`config.mk`:
```
export PLATFORM = sky130hd
export DESIGN_NAME = imem_fetch_flat
export DESIGN_NICKNAME = d
export VERILOG_FILES = /design/src/rtl/imem_fetch_if.sv /design/src/rtl/imem_fetch.sv /design/src/flat_wrapper.sv
export SDC_FILE = /design/constraint.sdc
export NUM_CORES = 1
export LEC_CHECK = 0
export ABC_CLOCK_PERIOD_IN_PS = 1200
export BUFFER_PORTS_ARGS = -buffer_cell sky130_fd_sc_hd__buf_2
export CAP_MARGIN = 30
export CORE_MARGIN = 2
export CORE_UTILIZATION = 24
export DETAILED_ROUTE_END_ITERATION = 6
export GPL_ROUTABILITY_DRIVEN = 0
export PLACE_DENSITY = 0.91
export SETUP_SLACK_MARGIN = 0.5
export SYNTH_ARGS = -nofsm -noshare
export SYNTH_HDL_FRONTEND = slang
export SYNTH_SLANG_ARGS = --single-unit
```
`constraint.sdc`:
```
create_clock -name clk -period 1.2 [get_ports clk]
set_input_delay 0.12 -clock clk [delete_from_list [all_inputs] [get_ports clk]]
set_output_delay 0.12 -clock clk [all_outputs]
set_load 0.05 [all_outputs]
```
`src/rtl/imem_fetch_if.sv`:
```
// Fetch/response and loader handshake bundle between the fetch stage (master)
// and the instruction memory (slave).
interface imem_fetch_if #(
    parameter int ADDR_W = 32
);
    logic              req_valid;
    logic              req_ready;
    logic [ADDR_W-1:0] req_addr;
    logic              rsp_valid;
    logic              rsp_ready;
    logic [31:0]       rsp_data;
    logic [1:0]        rsp_err;
    logic              ld_valid;
    logic              ld_ready;
    logic [ADDR_W-1:0] ld_addr;
    logic [7:0]        ld_data;
    logic [ADDR_W-1:0] ld_count;

    modport master (
        output req_valid, req_addr, rsp_ready, ld_valid, ld_addr, ld_data,
        input  req_ready, rsp_valid, rsp_data, rsp_err, ld_ready, ld_count
    );

    modport slave (
        input  req_valid, req_addr, rsp_ready, ld_valid, ld_addr, ld_data,
        output req_ready, rsp_valid, rsp_data, rsp_err, ld_ready, ld_count
    );
endinterface

```
`src/rtl/imem_fetch.sv`:
```
// Byte-addressed instruction memory with a registered valid/ready fetch port.
// Define IMEM_LOAD_EN to build the byte-wide program loader; otherwise read-only.
module imem_fetch #(
    parameter int    ADDR_W     = 32,
    parameter int    DEPTH      = 512,
    parameter bit    BIG_ENDIAN = 1'b1,
    parameter string INIT_FILE  = ""
) (
    input  logic         clk,
    input  logic         rst,
    imem_fetch_if.slave  bus
);
    localparam int IDX_W = $clog2(DEPTH);
    localparam logic [ADDR_W-1:0] LAST_WORD = ADDR_W'(DEPTH - 4);

    typedef enum logic {IDLE, RSP} state_t;

    state_t      state_q, state_d;
    logic [31:0] rsp_data_q, rsp_data_d;
    logic [1:0]  rsp_err_q, rsp_err_d;

    logic [7:0]  mem [DEPTH];
    logic [7:0]  rd_byte [4];
    logic [31:0] rd_word;
    logic        misaligned;
    logic        out_of_range;
    logic        req_fire;

    // OR-ing the lane number equals adding it whenever the address is aligned;
    // misaligned fetches return zero, so their lanes never matter.
    genvar gi;
    generate
        for (gi = 0; gi < 4; gi++) begin : g_rd
            assign rd_byte[gi] = mem[bus.req_addr[IDX_W-1:0] | IDX_W'(gi)];
        end
    endgenerate

    assign rd_word = BIG_ENDIAN ? {rd_byte[0], rd_byte[1], rd_byte[2], rd_byte[3]}
                                : {rd_byte[3], rd_byte[2], rd_byte[1], rd_byte[0]};

    assign misaligned   = |bus.req_addr[1:0];
    assign out_of_range = bus.req_addr > LAST_WORD;
    assign req_fire     = bus.req_valid & bus.req_ready;

`ifdef IMEM_LOAD_EN
    logic [ADDR_W-1:0] ld_count_q, ld_count_d;
    logic              ld_fire;

    assign bus.ld_ready  = (state_q == IDLE);
    assign bus.req_ready = !bus.ld_valid & ((state_q == IDLE) | bus.rsp_ready);
    assign bus.ld_count  = ld_count_q;
    assign ld_fire       = bus.ld_valid & bus.ld_ready;

    always_comb begin
        ld_count_d = ld_count_q;
        if (ld_fire && !(&ld_count_q)) ld_count_d = ld_count_q + ADDR_W'(1);
    end

    always_ff @(posedge clk or posedge rst) begin
        if (rst) ld_count_q <= '0;
        else     ld_count_q <= ld_count_d;
    end

    // Out-of-range loader bytes are accepted and counted but dropped here.
    always_ff @(posedge clk) begin
        if (ld_fire && (bus.ld_addr < ADDR_W'(DEPTH)))
            mem[bus.ld_addr[IDX_W-1:0]] <= bus.ld_data;
    end
`else
    logic unused_ld;

    assign bus.ld_ready  = 1'b0;
    assign bus.ld_count  = '0;
    assign bus.req_ready = (state_q == IDLE) | bus.rsp_ready;
    assign unused_ld     = ^{bus.ld_valid, bus.ld_addr, bus.ld_data};
`endif

    always_comb begin
        state_d    = state_q;
        rsp_data_d = rsp_data_q;
        rsp_err_d  = rsp_err_q;
        case (state_q)
            IDLE:    if (req_fire) state_d = RSP;
            RSP:     if (bus.rsp_ready) state_d = req_fire ? RSP : IDLE;
            default: state_d = IDLE;
        endcase
        if (req_fire) begin
            rsp_err_d  = {out_of_range, misaligned};
            rsp_data_d = (misaligned | out_of_range) ? 32'h0 : rd_word;
        end
    end

    always_ff @(posedge clk or posedge rst) begin
        if (rst) begin
            state_q    <= IDLE;
            rsp_data_q <= '0;
            rsp_err_q  <= '0;
        end else begin
            state_q    <= state_d;
            rsp_data_q <= rsp_data_d;
            rsp_err_q  <= rsp_err_d;
        end
    end

    assign bus.rsp_valid = (state_q == RSP);
    assign bus.rsp_data  = rsp_data_q;
    assign bus.rsp_err   = rsp_err_q;
endmodule

```
`src/flat_wrapper.sv`:
```
// flat-port wrapper written by rule: the top's interface ports become plain ports
module imem_fetch_flat 
#(
    parameter int    ADDR_W     = 32,
    parameter int    DEPTH      = 512,
    parameter bit    BIG_ENDIAN = 1'b1,
    parameter string INIT_FILE  = ""
)
  (clk, rst, bus_req_valid, bus_req_addr, bus_rsp_ready, bus_ld_valid, bus_ld_addr, bus_ld_data, bus_req_ready, bus_rsp_valid, bus_rsp_data, bus_rsp_err, bus_ld_ready, bus_ld_count);
  imem_fetch_if #(.ADDR_W(ADDR_W)) bus_i ();
  input  logic clk;
  input  logic rst;
  input wire logic [$bits(bus_i.req_valid)-1:0] bus_req_valid;
  input wire logic [$bits(bus_i.req_addr)-1:0] bus_req_addr;
  input wire logic [$bits(bus_i.rsp_ready)-1:0] bus_rsp_ready;
  input wire logic [$bits(bus_i.ld_valid)-1:0] bus_ld_valid;
  input wire logic [$bits(bus_i.ld_addr)-1:0] bus_ld_addr;
  input wire logic [$bits(bus_i.ld_data)-1:0] bus_ld_data;
  output wire logic [$bits(bus_i.req_ready)-1:0] bus_req_ready;
  output wire logic [$bits(bus_i.rsp_valid)-1:0] bus_rsp_valid;
  output wire logic [$bits(bus_i.rsp_data)-1:0] bus_rsp_data;
  output wire logic [$bits(bus_i.rsp_err)-1:0] bus_rsp_err;
  output wire logic [$bits(bus_i.ld_ready)-1:0] bus_ld_ready;
  output wire logic [$bits(bus_i.ld_count)-1:0] bus_ld_count;
  assign bus_i.req_valid = bus_req_valid;
  assign bus_i.req_addr = bus_req_addr;
  assign bus_i.rsp_ready = bus_rsp_ready;
  assign bus_i.ld_valid = bus_ld_valid;
  assign bus_i.ld_addr = bus_ld_addr;
  assign bus_i.ld_data = bus_ld_data;
  assign bus_req_ready = bus_i.req_ready;
  assign bus_rsp_valid = bus_i.rsp_valid;
  assign bus_rsp_data = bus_i.rsp_data;
  assign bus_rsp_err = bus_i.rsp_err;
  assign bus_ld_ready = bus_i.ld_ready;
  assign bus_ld_count = bus_i.ld_count;
  imem_fetch #(.ADDR_W(ADDR_W), .DEPTH(DEPTH), .BIG_ENDIAN(BIG_ENDIAN), .INIT_FILE(INIT_FILE)) u_core (.clk(clk), .rst(rst), .bus(bus_i));
endmodule
```
==> results.py, run 1 <==
metrics = {
    "outcome": {
        "status": "finished clean",
    },
    "route": {
        "drc_errors": 0,
        "drtIter0Drc": 4,
        "wl_um": 1259,
        "wire_per_inst_um": 7.630,
        "vias_per_cell": 3.339,
        "firstDrtPassIters": 2,
        "drtAntennaViolNets": 0,
        "via_count": 551,
    },
    "sta": {
        "fin_crit_sh_pct": 85.49,
        "rsz0062_at_grt": "true",
        "hold_violations": 0,
        "layout_setup_ws_ns": 0.1741,
        "finalSetupViolCount": 0,
        "fin_crit_ns": 1.026,
        "fin_skew_ns": 0.001031,
        "slew_viol_final": 0,
        "tns_ns": 0,
        "max_freq_mhz": 974.7,
    },
    "finish": {
        "areaGrowthSynthToFinish_pct": 10.25,
        "drive_above_1_share_pct": 38.06,
        "nets": 212,
        "insertedDiodeCount": 0,
    },
    "logic_synthesis": {
        "ys_ff_latch": 3,
        "synth_cells": 90,
        "synthDominantCellAreaShare_pct": 70.14,
        "ys_async_sr_fraction_pct": 100.0,
        "yosysMostFrequentCell": "buf_4",
        "synthesis.area_sq_um": 695.7,
        "ys_top_cells_by_area": "buf_4 70%, dfrtp_1 11%, nor4_2 5.4%, nor4_1 2.7%, nand2b_1 1.8%",
        "yosysSeqAreaShare_pct": 10.79,
        "ys_types": 14,
        "syn_area_per_cell_sq_um": 7.730,
        "dominantRegCellSynth": "dfrtp_1",
        "yosysTopAreaCell": "buf_4",
        "ys_warn_count": 0,
        "synth_edf_count": 0,
        "synth_common_cells": "65 x buf_4, 3 x dfrtp_1, 3 x nand2_1, 3 x nor4_1, 3 x nor4_2",
    },
    "setup_path": {
        "startpoint_type": "flop",
        "cpMaxStageDelayCell": "dfrtp_2",
        "slowest_delay_ns": 0.41,
        "critPathKind": "reg2out",
        "cp_data_arrival_time_ns": 0.91,
        "worstPathRequired_ns": 1.08,
        "path_max_fanout": 4,
        "path_cells": "nand2b_4, buf_8",
        "end_kind": "primary output",
    },
    "grt": {
        "grtUsageTotal_pct": 5.727,
        "grt_pass1_wl_um": 1386,
        "grt_max_degree": 5,
        "first_global_vias": 380,
        "antenna_found_initial": 0,
        "overflow": 0,
    },
    "cts": {
        "insertion_delay_ns": 0.24,
        "htreeDepth": 1,
        "clock_sinks": 3,
        "cts_tree": "done",
        "cts.path.max_buffers": 2,
        "cts_buffers": 3,
        "path_clk_slew_ns": 0.04,
        "clk_root_buffer_cell": "clkbuf_4",
    },
    "die": {
        "core.rowCount": 19,
        "die_w_um": 57.84,
        "die_h_um": 57.84,
        "coreArea_sq_mm": 0.002758,
        "dieArea_sq_mm": 0.003345,
        "pin_count": 146,
        "initial_utilization_pct": 25.23,
    },
    "place": {
        "dpl.hpwl_um": 1166,
        "dp_slack_ns": -0.03837,
        "portBuffers": 39,
    },
    "worst_hold_path": {
        "worstHoldPathType": "in2reg",
    },
    "pwr": {
        "p_per_area_mw_per_mm2": 1159,
        "vdd_drop_max_mv": 0.5221,
        "leakagePower_nw": 0.4593,
    },
    "run": {
        "drv_cap": 0,
    },
}
[flip-flops by register name, indices dropped and copies added, names as in the netlist]
name                  count
u_core.bus.rsp_err        2
u_core.bus.rsp_valid      1
[area by class of cell]
class                      count  area [sq um]
inverter                       1         3.754
sequential                     3         77.57
clock buffer                   4         26.28
timing repair buffer          41         235.2
multi-input combinational     85         385.4
fill                         304          1991
tap                           31         38.79
[per-layer routing]
layer	GRT usage, %	vias up	share of wire, %
li1	-	247	-
met1	3.392	230	21
met2	12.82	71	52
met3	1.786	3	25
met4	3.987	0	2.1
met5	0	-	0
[cells in the final DEF (no fill, tap or decap)]
| cell | netlist | final |
|---|---|---|
| nand4_1 | 2 | 2 |
| dfrtp_2 | 0 | 2 |
| clkbuf_4 | 0 | 3 |
| nor3_1 | 2 | 2 |
| inv_1 | 1 | 1 |
| dlygate4sd3_1 | 0 | 1 |
| clkbuf_1 | 0 | 1 |
| nand2b_4 | 0 | 1 |
| buf_6 | 0 | 2 |
| buf_2 | 0 | 36 |
| buf_8 | 0 | 1 |
| conb_1 | 1 | 65 |
| o21ai_1 | 0 | 1 |
| nor2_1 | 2 | 2 |
| nor4_2 | 3 | 4 |
| nand2b_1 | 2 | 1 |
| a21oi_1 | 1 | 1 |
| nor4_1 | 3 | 2 |
| nand2_2 | 0 | 1 |
| nand2_1 | 3 | 2 |
| nand3_1 | 1 | 1 |
| buf_4 | 65 | 1 |
| dfrtp_1 | 3 | 1 |
[final timing paths]
check,to,slack (ns),startpoint,cells after the start
worst min-delay path,u_core.bus.rsp_valid$_DFF_PP0_,0.13,bus_req_valid,2
worst max register to register,u_core.bus.rsp_err[1]$_DFFE_PP0P_,0.22,u_core.bus.rsp_valid$_DFF_PP0_,4
worst max-delay path,bus_req_ready,0.17,u_core.bus.rsp_valid$_DFF_PP0_,2
max in group asynchronous,u_core.bus.rsp_valid$_DFF_PP0_,0.77,rst,3
min in group asynchronous,u_core.bus.rsp_err[0]$_DFFE_PP0P_,0.28,rst,3
worst min register to register,u_core.bus.rsp_err[0]$_DFFE_PP0P_,0.54,u_core.bus.rsp_err[0]$_DFFE_PP0P_,2
[worst max-delay path, delay by kind of cell (launching register included)]
kind | cells | cell delay [ns]
simple gates | 1 | 0.10
buf+inv | 1 | 0.15
flops | 1 | 0.41
[cells by family after synthesis]
family	share of synthesized area, %
buffers and inverters	70.68
other	0.5391
AOI/OAI and AO/OA	1.437
and+or+nand+nor	16.55
DFF	10.79
[report_power, final]
group | switching [mW] | internal (mW) | leakage, nW | total, mW
clock | 0.0612 | 0.125 | 0.0150 | 0.186
combinational | 0.516 | 0.0708 | 0.415 | 0.587
sequential | 0.00619 | 0.110 | 0.0294 | 0.116
[metrics by stage]
| step | power (mW) | area, sq um | hold slack (ns) | util [%] | cells |
|---|---|---|---|---|---|
| after floorplan | 0.7770 | 948.4 | -0.1265 | - | 154 |
| after global placement | 0.6800 | 694.4 | -0.01297 | 25.18 | 159 |
| after detailed placement | 0.6855 | 694.4 | -0.007616 | 25.18 | 159 |
| after CTS | 0.8863 | 759.5 | 0.1450 | 27.54 | 164 |
| after global routing | 0.9177 | 767.0 | 0.1468 | 27.81 | 165 |
| final | 0.8892 | 767.0 | 0.1315 | 27.81 | 165 |
[what timing repair did]
item,4_1_cts,5_1_grt
hold buffers,1,0
hold endpoints to repair,3,0
setup endpoints to repair,7,7
gates resized for setup,9,0
pin swaps,0,0
buffers inserted,0,1
No activity file was read; power rests on OpenSTA's default activity.
==> run 2: changes to the inputs <==
--- a/config.mk
+++ b/config.mk
@@ -5,14 +5,15 @@
 export SDC_FILE = /design/constraint.sdc
 export NUM_CORES = 1
 export LEC_CHECK = 0
-export ABC_CLOCK_PERIOD_IN_PS = 1200
+export ABC_CLOCK_PERIOD_IN_PS = 1300
 export BUFFER_PORTS_ARGS = -buffer_cell sky130_fd_sc_hd__buf_2
 export CAP_MARGIN = 30
 export CORE_MARGIN = 2
-export CORE_UTILIZATION = 24
+export CORE_UTILIZATION = 25
 export DETAILED_ROUTE_END_ITERATION = 6
 export GPL_ROUTABILITY_DRIVEN = 0
-export PLACE_DENSITY = 0.91
+export PLACE_DENSITY = 0.94
+export RECOVER_POWER = 100
 export SETUP_SLACK_MARGIN = 0.5
 export SYNTH_ARGS = -nofsm -noshare
 export SYNTH_HDL_FRONTEND = slang
==> constraint.sdc (replaced) <==
create_clock -name clk -period 1.3 [get_ports clk]
set_input_delay 0.13 -clock clk [delete_from_list [all_inputs] [get_ports clk]]
set_output_delay 0.13 -clock clk [all_outputs]
set_load 0.05 [all_outputs]
==> results.py, run 2 (same netlist as run 1, synthesis figures left out) <==
metrics = {
    "place": {
        "portBuffers": 39,
        "placedCellCount": 159,
        "dpl.hpwl_um": 1050,
        "dp_slack_ns": 0.2047,
    },
    "cts": {
        "cts_tree": "done",
        "clock_sinks": 3,
        "clk_root_buffer_cell": "clkbuf_4",
        "cts_buffers": 3,
        "cts.path.max_buffers": 2,
        "insertion_delay_ns": 0.23,
        "htreeDepth": 1,
        "path_clk_slew_ns": 0.04,
    },
    "route": {
        "wl_um": 1273,
        "firstDrtPassIters": 2,
        "drc_errors": 0,
        "drtIter0Drc": 14,
        "vias_per_cell": 3.210,
        "drtAntennaViolNets": 0,
        "via_count": 536,
        "wire_per_inst_um": 7.623,
    },
    "pwr": {
        "p_per_area_mw_per_mm2": 1070,
        "leakagePower_nw": 0.4658,
        "total_power_mw": 0.8127,
        "vdd_drop_max_mv": 0.5243,
    },
    "finish": {
        "largest_reg_flops": 2,
        "stdcell_count": 167,
        "layout_common_cells": "65 x conb_1, 35 x buf_2",
        "layout.cells.most_common": "conb_1",
        "drive_above_1_share_pct": 36.76,
        "insertedDiodeCount": 0,
        "nets": 214,
        "areaGrowthSynthToFinish_pct": 9.173,
    },
    "sta": {
        "slew_viol_final": 0,
        "max_freq_mhz": 964.0,
        "hold_violations": 0,
        "tns_ns": 0,
        "layout_setup_ws_ns": 0.2627,
        "finalSetupViolCount": 0,
        "fin_crit_sh_pct": 79.79,
        "fin_skew_ns": 0.009405,
        "rsz0062_at_grt": "true",
        "timing.hold.ws_ns": 0.1317,
        "fin_crit_ns": 1.037,
    },
    "setup_path": {
        "worstPathRequired_ns": 1.17,
        "cp_data_arrival_time_ns": 0.91,
        "crit_cells": 1,
        "rrSetupSlack_ns": 0.27,
        "cpMaxStageDelayCell": "dfrtp_2",
        "critPathKind": "reg2out",
        "path_cells": "clkbuf_2",
        "ff2ff_path_depth": 4,
        "startpoint_type": "flop",
        "cp_top_family": "flip-flops",
        "regToRegEndpoint": "u_core.bus.rsp_err[1]$_DFFE_PP0P_",
        "path_buf_inv": 1,
        "path_max_fanout": 2,
        "end_kind": "primary output",
        "slowest_delay_ns": 0.39,
        "r2r-start": "u_core.bus.rsp_valid$_DFF_PP0_",
    },
    "grt": {
        "grt-busiest-layer": "met2",
        "grt_util_met1_pct": 4.282,
        "grtUsageTotal_pct": 6.330,
        "first_global_vias": 428,
        "grt_max_degree": 5,
        "grt_use_met3_pct": 1.843,
        "grt_use_met2_pct": 13.79,
        "grt_pass1_wl_um": 1566,
        "overflow": 0,
        "antenna_found_initial": 0,
    },
    "die": {
        "core.rowCount": 19,
        "pin_count": 146,
        "die_w_um": 56.75,
        "dieArea_sq_mm": 0.003221,
        "initial_utilization_pct": 25.67,
        "coreArea_sq_mm": 0.002710,
        "die_h_um": 56.75,
    },
    "worst_hold_path": {
        "min_from": "bus_req_valid",
        "hold_depth": 2,
        "holdPathEnd": "u_core.bus.rsp_valid$_DFF_PP0_",
        "worstHoldPathType": "in2reg",
    },
    "run": {
        "drv_cap": 0,
    },
    "outcome": {
        "status": "finished clean",
    },
}
run 2: worst max-delay path by stage:
| stage | start | end | slack [ns] |
|---|---|---|---|
| floorplan | u_core.bus.rsp_valid$_DFF_PP0_ | u_core.bus.rsp_err[1]$_DFFE_PP0P_ | 0.11 |
| finish | u_core.bus.rsp_valid$_DFF_PP0_ | bus_rsp_valid | 0.26 |
| detailed placement | bus_req_addr[13] | u_core.bus.rsp_err[1]$_DFFE_PP0P_ | 0.20 |
| global placement | bus_req_addr[30] | u_core.bus.rsp_err[1]$_DFFE_PP0P_ | 0.21 |
| CTS | u_core.bus.rsp_valid$_DFF_PP0_ | bus_req_ready | 0.27 |
| global route | u_core.bus.rsp_valid$_DFF_PP0_ | u_core.bus.rsp_err[1]$_DFFE_PP0P_ | 0.15 |
run 2: final cells by class:
class	instances	area [sq um]
Multi-Input combinational cell	85	376.6
Clock buffer	4	26.28
Timing Repair Buffer	43	237.7
Inverter	1	3.754
Tap cell	31	38.79
Sequential cell	3	76.32
Fill cell	283	1951
run 2: where the power goes:
part	switching (mW)	internal [mW]
registers	0.00525	0.101
clock network	0.0480	0.115
logic	0.477	0.0665
total	0.530	0.282
run 2: through the flow:
step / area (sq um) / util (%)
after detailed placement: 693.2 / 25.58
after global placement: 693.2 / 25.58
after global routing: 759.5 / 28.02
final: 759.5 / 28.02
after floorplan: 947.2 / -
after CTS: 759.5 / 28.02
run 2: timing repair:
| item | in CTS | in global routing |
|---|---|---|
| endpoints found under the setup margin | 6 | 7 |
| buffers inserted | 1 | 2 |
| hold buffers | 1 | 0 |
| endpoints found under the hold margin | 3 | 0 |
| resized for setup | 7 | 1 |
run 2: per-layer routing:
layer	vias up	share of wire, %
met2	58	56
met1	225	26
met5	-	0
met4	0	0.31
met3	2	18
li1	251	-
==> run 3: changes to the inputs <==
--- a/config.mk
+++ b/config.mk
@@ -5,14 +5,14 @@
 export SDC_FILE = /design/constraint.sdc
 export NUM_CORES = 1
 export LEC_CHECK = 0
-export ABC_CLOCK_PERIOD_IN_PS = 1300
+export ABC_CLOCK_PERIOD_IN_PS = 1100
 export BUFFER_PORTS_ARGS = -buffer_cell sky130_fd_sc_hd__buf_2
 export CAP_MARGIN = 30
 export CORE_MARGIN = 2
-export CORE_UTILIZATION = 25
+export CORE_UTILIZATION = 24
 export DETAILED_ROUTE_END_ITERATION = 6
 export GPL_ROUTABILITY_DRIVEN = 0
-export PLACE_DENSITY = 0.94
+export PLACE_DENSITY = 0.91
 export RECOVER_POWER = 100
 export SETUP_SLACK_MARGIN = 0.5
 export SYNTH_ARGS = -nofsm -noshare
==> constraint.sdc (replaced) <==
create_clock -name clk -period 1.1 [get_ports clk]
set_input_delay 0.11 -clock clk [delete_from_list [all_inputs] [get_ports clk]]
set_output_delay 0.11 -clock clk [all_outputs]
set_load 0.05 [all_outputs]
==> results.py, run 3 (same netlist as run 1, synthesis figures left out) <==
metrics = {
    "setup_path": {
        "slowest_delay_ns": 0.41,
        "startpoint_type": "flop",
        "cpMaxStageDelayCell": "dfrtp_2",
        "cp_top_family": "flip-flops",
        "critical_path.startpoint": "u_core.bus.rsp_valid$_DFF_PP0_",
        "path_cells": "nand2b_4, buf_6",
        "worstPathRequired_ns": 0.99,
        "ff2ff_path_depth": 4,
        "r2r-start": "u_core.bus.rsp_valid$_DFF_PP0_",
        "regToRegEndpoint": "u_core.bus.rsp_err[1]$_DFFE_PP0P_",
        "cp_data_arrival_time_ns": 0.93,
        "critPathKind": "reg2out",
        "path_buf_inv": 1,
        "end_kind": "primary output",
        "endpoint": "bus_req_ready",
        "rrSetupSlack_ns": 0.14,
        "crit_cells": 2,
        "path_max_fanout": 4,
    },
    "sta": {
        "fin_crit_sh_pct": 94.21,
        "finalSetupViolCount": 0,
        "fin_skew_ns": 0.001030,
        "slew_viol_final": 0,
        "hold_violations": 0,
        "max_freq_mhz": 964.9,
        "rsz0062_at_grt": "true",
        "layout_setup_ws_ns": 0.06367,
        "fin_crit_ns": 1.036,
    },
    "cts": {
        "insertion_delay_ns": 0.24,
        "clock_sinks": 3,
        "cts.path.max_buffers": 2,
        "clk_root_buffer_cell": "clkbuf_4",
        "cts_buffers": 3,
        "cts_tree": "done",
        "path_clk_slew_ns": 0.04,
        "htreeDepth": 1,
    },
    "grt": {
        "grt_use_met3_pct": 1.786,
        "first_global_vias": 380,
        "grt_use_met2_pct": 12.82,
        "overflow": 0,
        "grtUsageTotal_pct": 5.727,
        "grt-busiest-layer": "met2",
        "grt_max_degree": 5,
        "grt_util_met1_pct": 3.392,
        "antenna_found_initial": 0,
        "grt_pass1_wl_um": 1386,
    },
    "route": {
        "drtIter0Drc": 8,
        "drc_errors": 0,
        "wl_um": 1273,
        "wire_per_inst_um": 7.715,
        "firstDrtPassIters": 4,
        "vias_per_cell": 3.358,
        "drtAntennaViolNets": 0,
        "via_count": 554,
    },
    "die": {
        "die_h_um": 57.84,
        "coreArea_sq_mm": 0.002758,
        "dieArea_sq_mm": 0.003345,
        "initial_utilization_pct": 25.23,
        "core.rowCount": 19,
        "die_w_um": 57.84,
        "pin_count": 146,
    },
    "finish": {
        "largest_reg_flops": 2,
        "drive_above_1_share_pct": 38.06,
        "final_util_pct": 27.40,
        "layout.cells.most_common": "conb_1",
        "layout_common_cells": "65 x conb_1, 35 x buf_2, 4 x nor4_2",
        "stdcell_count": 165,
        "areaGrowthSynthToFinish_pct": 8.633,
        "nets": 212,
        "insertedDiodeCount": 0,
    },
    "pwr": {
        "vdd_drop_max_mv": 0.5410,
        "leakagePower_nw": 0.4576,
        "p_per_area_mw_per_mm2": 1274,
    },
    "place": {
        "dpl.hpwl_um": 1166,
        "portBuffers": 39,
        "placedCellCount": 159,
        "dp_slack_ns": -0.1284,
    },
    "outcome": {
        "status": "finished clean",
    },
    "worst_hold_path": {
        "worstHoldPathType": "in2reg",
    },
    "run": {
        "drv_cap": 0,
    },
}
-- run 3: cell count changes in the layout (fill, tap and decap cells not counted), sizes merged --
cell and change:
buf -2
-- run 3: cell type report --
cell class              count  area, sq um
clock buffers               4        26.28
fillers                   306         2002
inverters                   1        3.754
multi-input cells          85        390.4
flip-flops and latches      3        77.57
well taps                  31        38.79
repair buffers             41        219.0
-- run 3: how the worst min path moves through the flow --
stage / start / end / slack (ns) / cells past startpoint
after detailed placement: rst / u_core.bus.rsp_err[1]$_DFFE_PP0P_ / -0.02 / 2
after global routing: bus_req_valid / u_core.bus.rsp_valid$_DFF_PP0_ / 0.16 / 2
after floorplan: rst / u_core.bus.rsp_err[1]$_DFFE_PP0P_ / -0.14 / 1
final: bus_req_addr[0] / u_core.bus.rsp_err[0]$_DFFE_PP0P_ / 0.15 / 3
after global placement: rst / u_core.bus.rsp_err[1]$_DFFE_PP0P_ / -0.02 / 2
after CTS: bus_req_valid / u_core.bus.rsp_valid$_DFF_PP0_ / 0.14 / 2
-- run 3: layer usage --
metal	vias to the layer above	share of wire [%]
met2	73	51
met4	0	2.1
met5	-	0
met3	3	24
met1	230	23
li1	248	-
-- run 3: power by group --
group / internal, mW / leakage, nW / switching, mW
clock network: 0.137 / 0.0150 / 0.0668
registers: 0.120 / 0.0294 / 0.00584
logic: 0.0697 / 0.413 / 0.564
total: 0.326 / 0.458 / 0.637
-- run 3: tightest hold or removal path, cell delays in order --
cell	delay, ns
buf_2	0.08
nor2_1	0.04
o21ai_1	0.12
-- run 3: what timing repair did --
action / CTS / global route
hold endpoints to repair: 3 / 0
endpoints found under the setup margin: 7 / 7
hold buffers: 1 / 0
buffers inserted: 0 / 1
resized for setup: 9 / 1
-- run 3: metrics by stage --
| stage | hold WS, ns | setup TNS (ns) | area (sq um) | total power, mW |
|---|---|---|---|---|
| 2_1_floorplan | -0.1365 | -0.09261 | 948.4 | 0.8476 |
| 3_3_place_gp | -0.02297 | -0.09928 | 694.4 | 0.7418 |
| 3_5_place_dp | -0.01762 | -0.1284 | 694.4 | 0.7478 |
| 4_1_cts | 0.1350 | 0 | 759.5 | 0.9669 |
| 5_1_grt | 0.1650 | 0 | 755.7 | 0.9940 |
| 6_report | 0.1509 | 0 | 755.7 | 0.9631 |
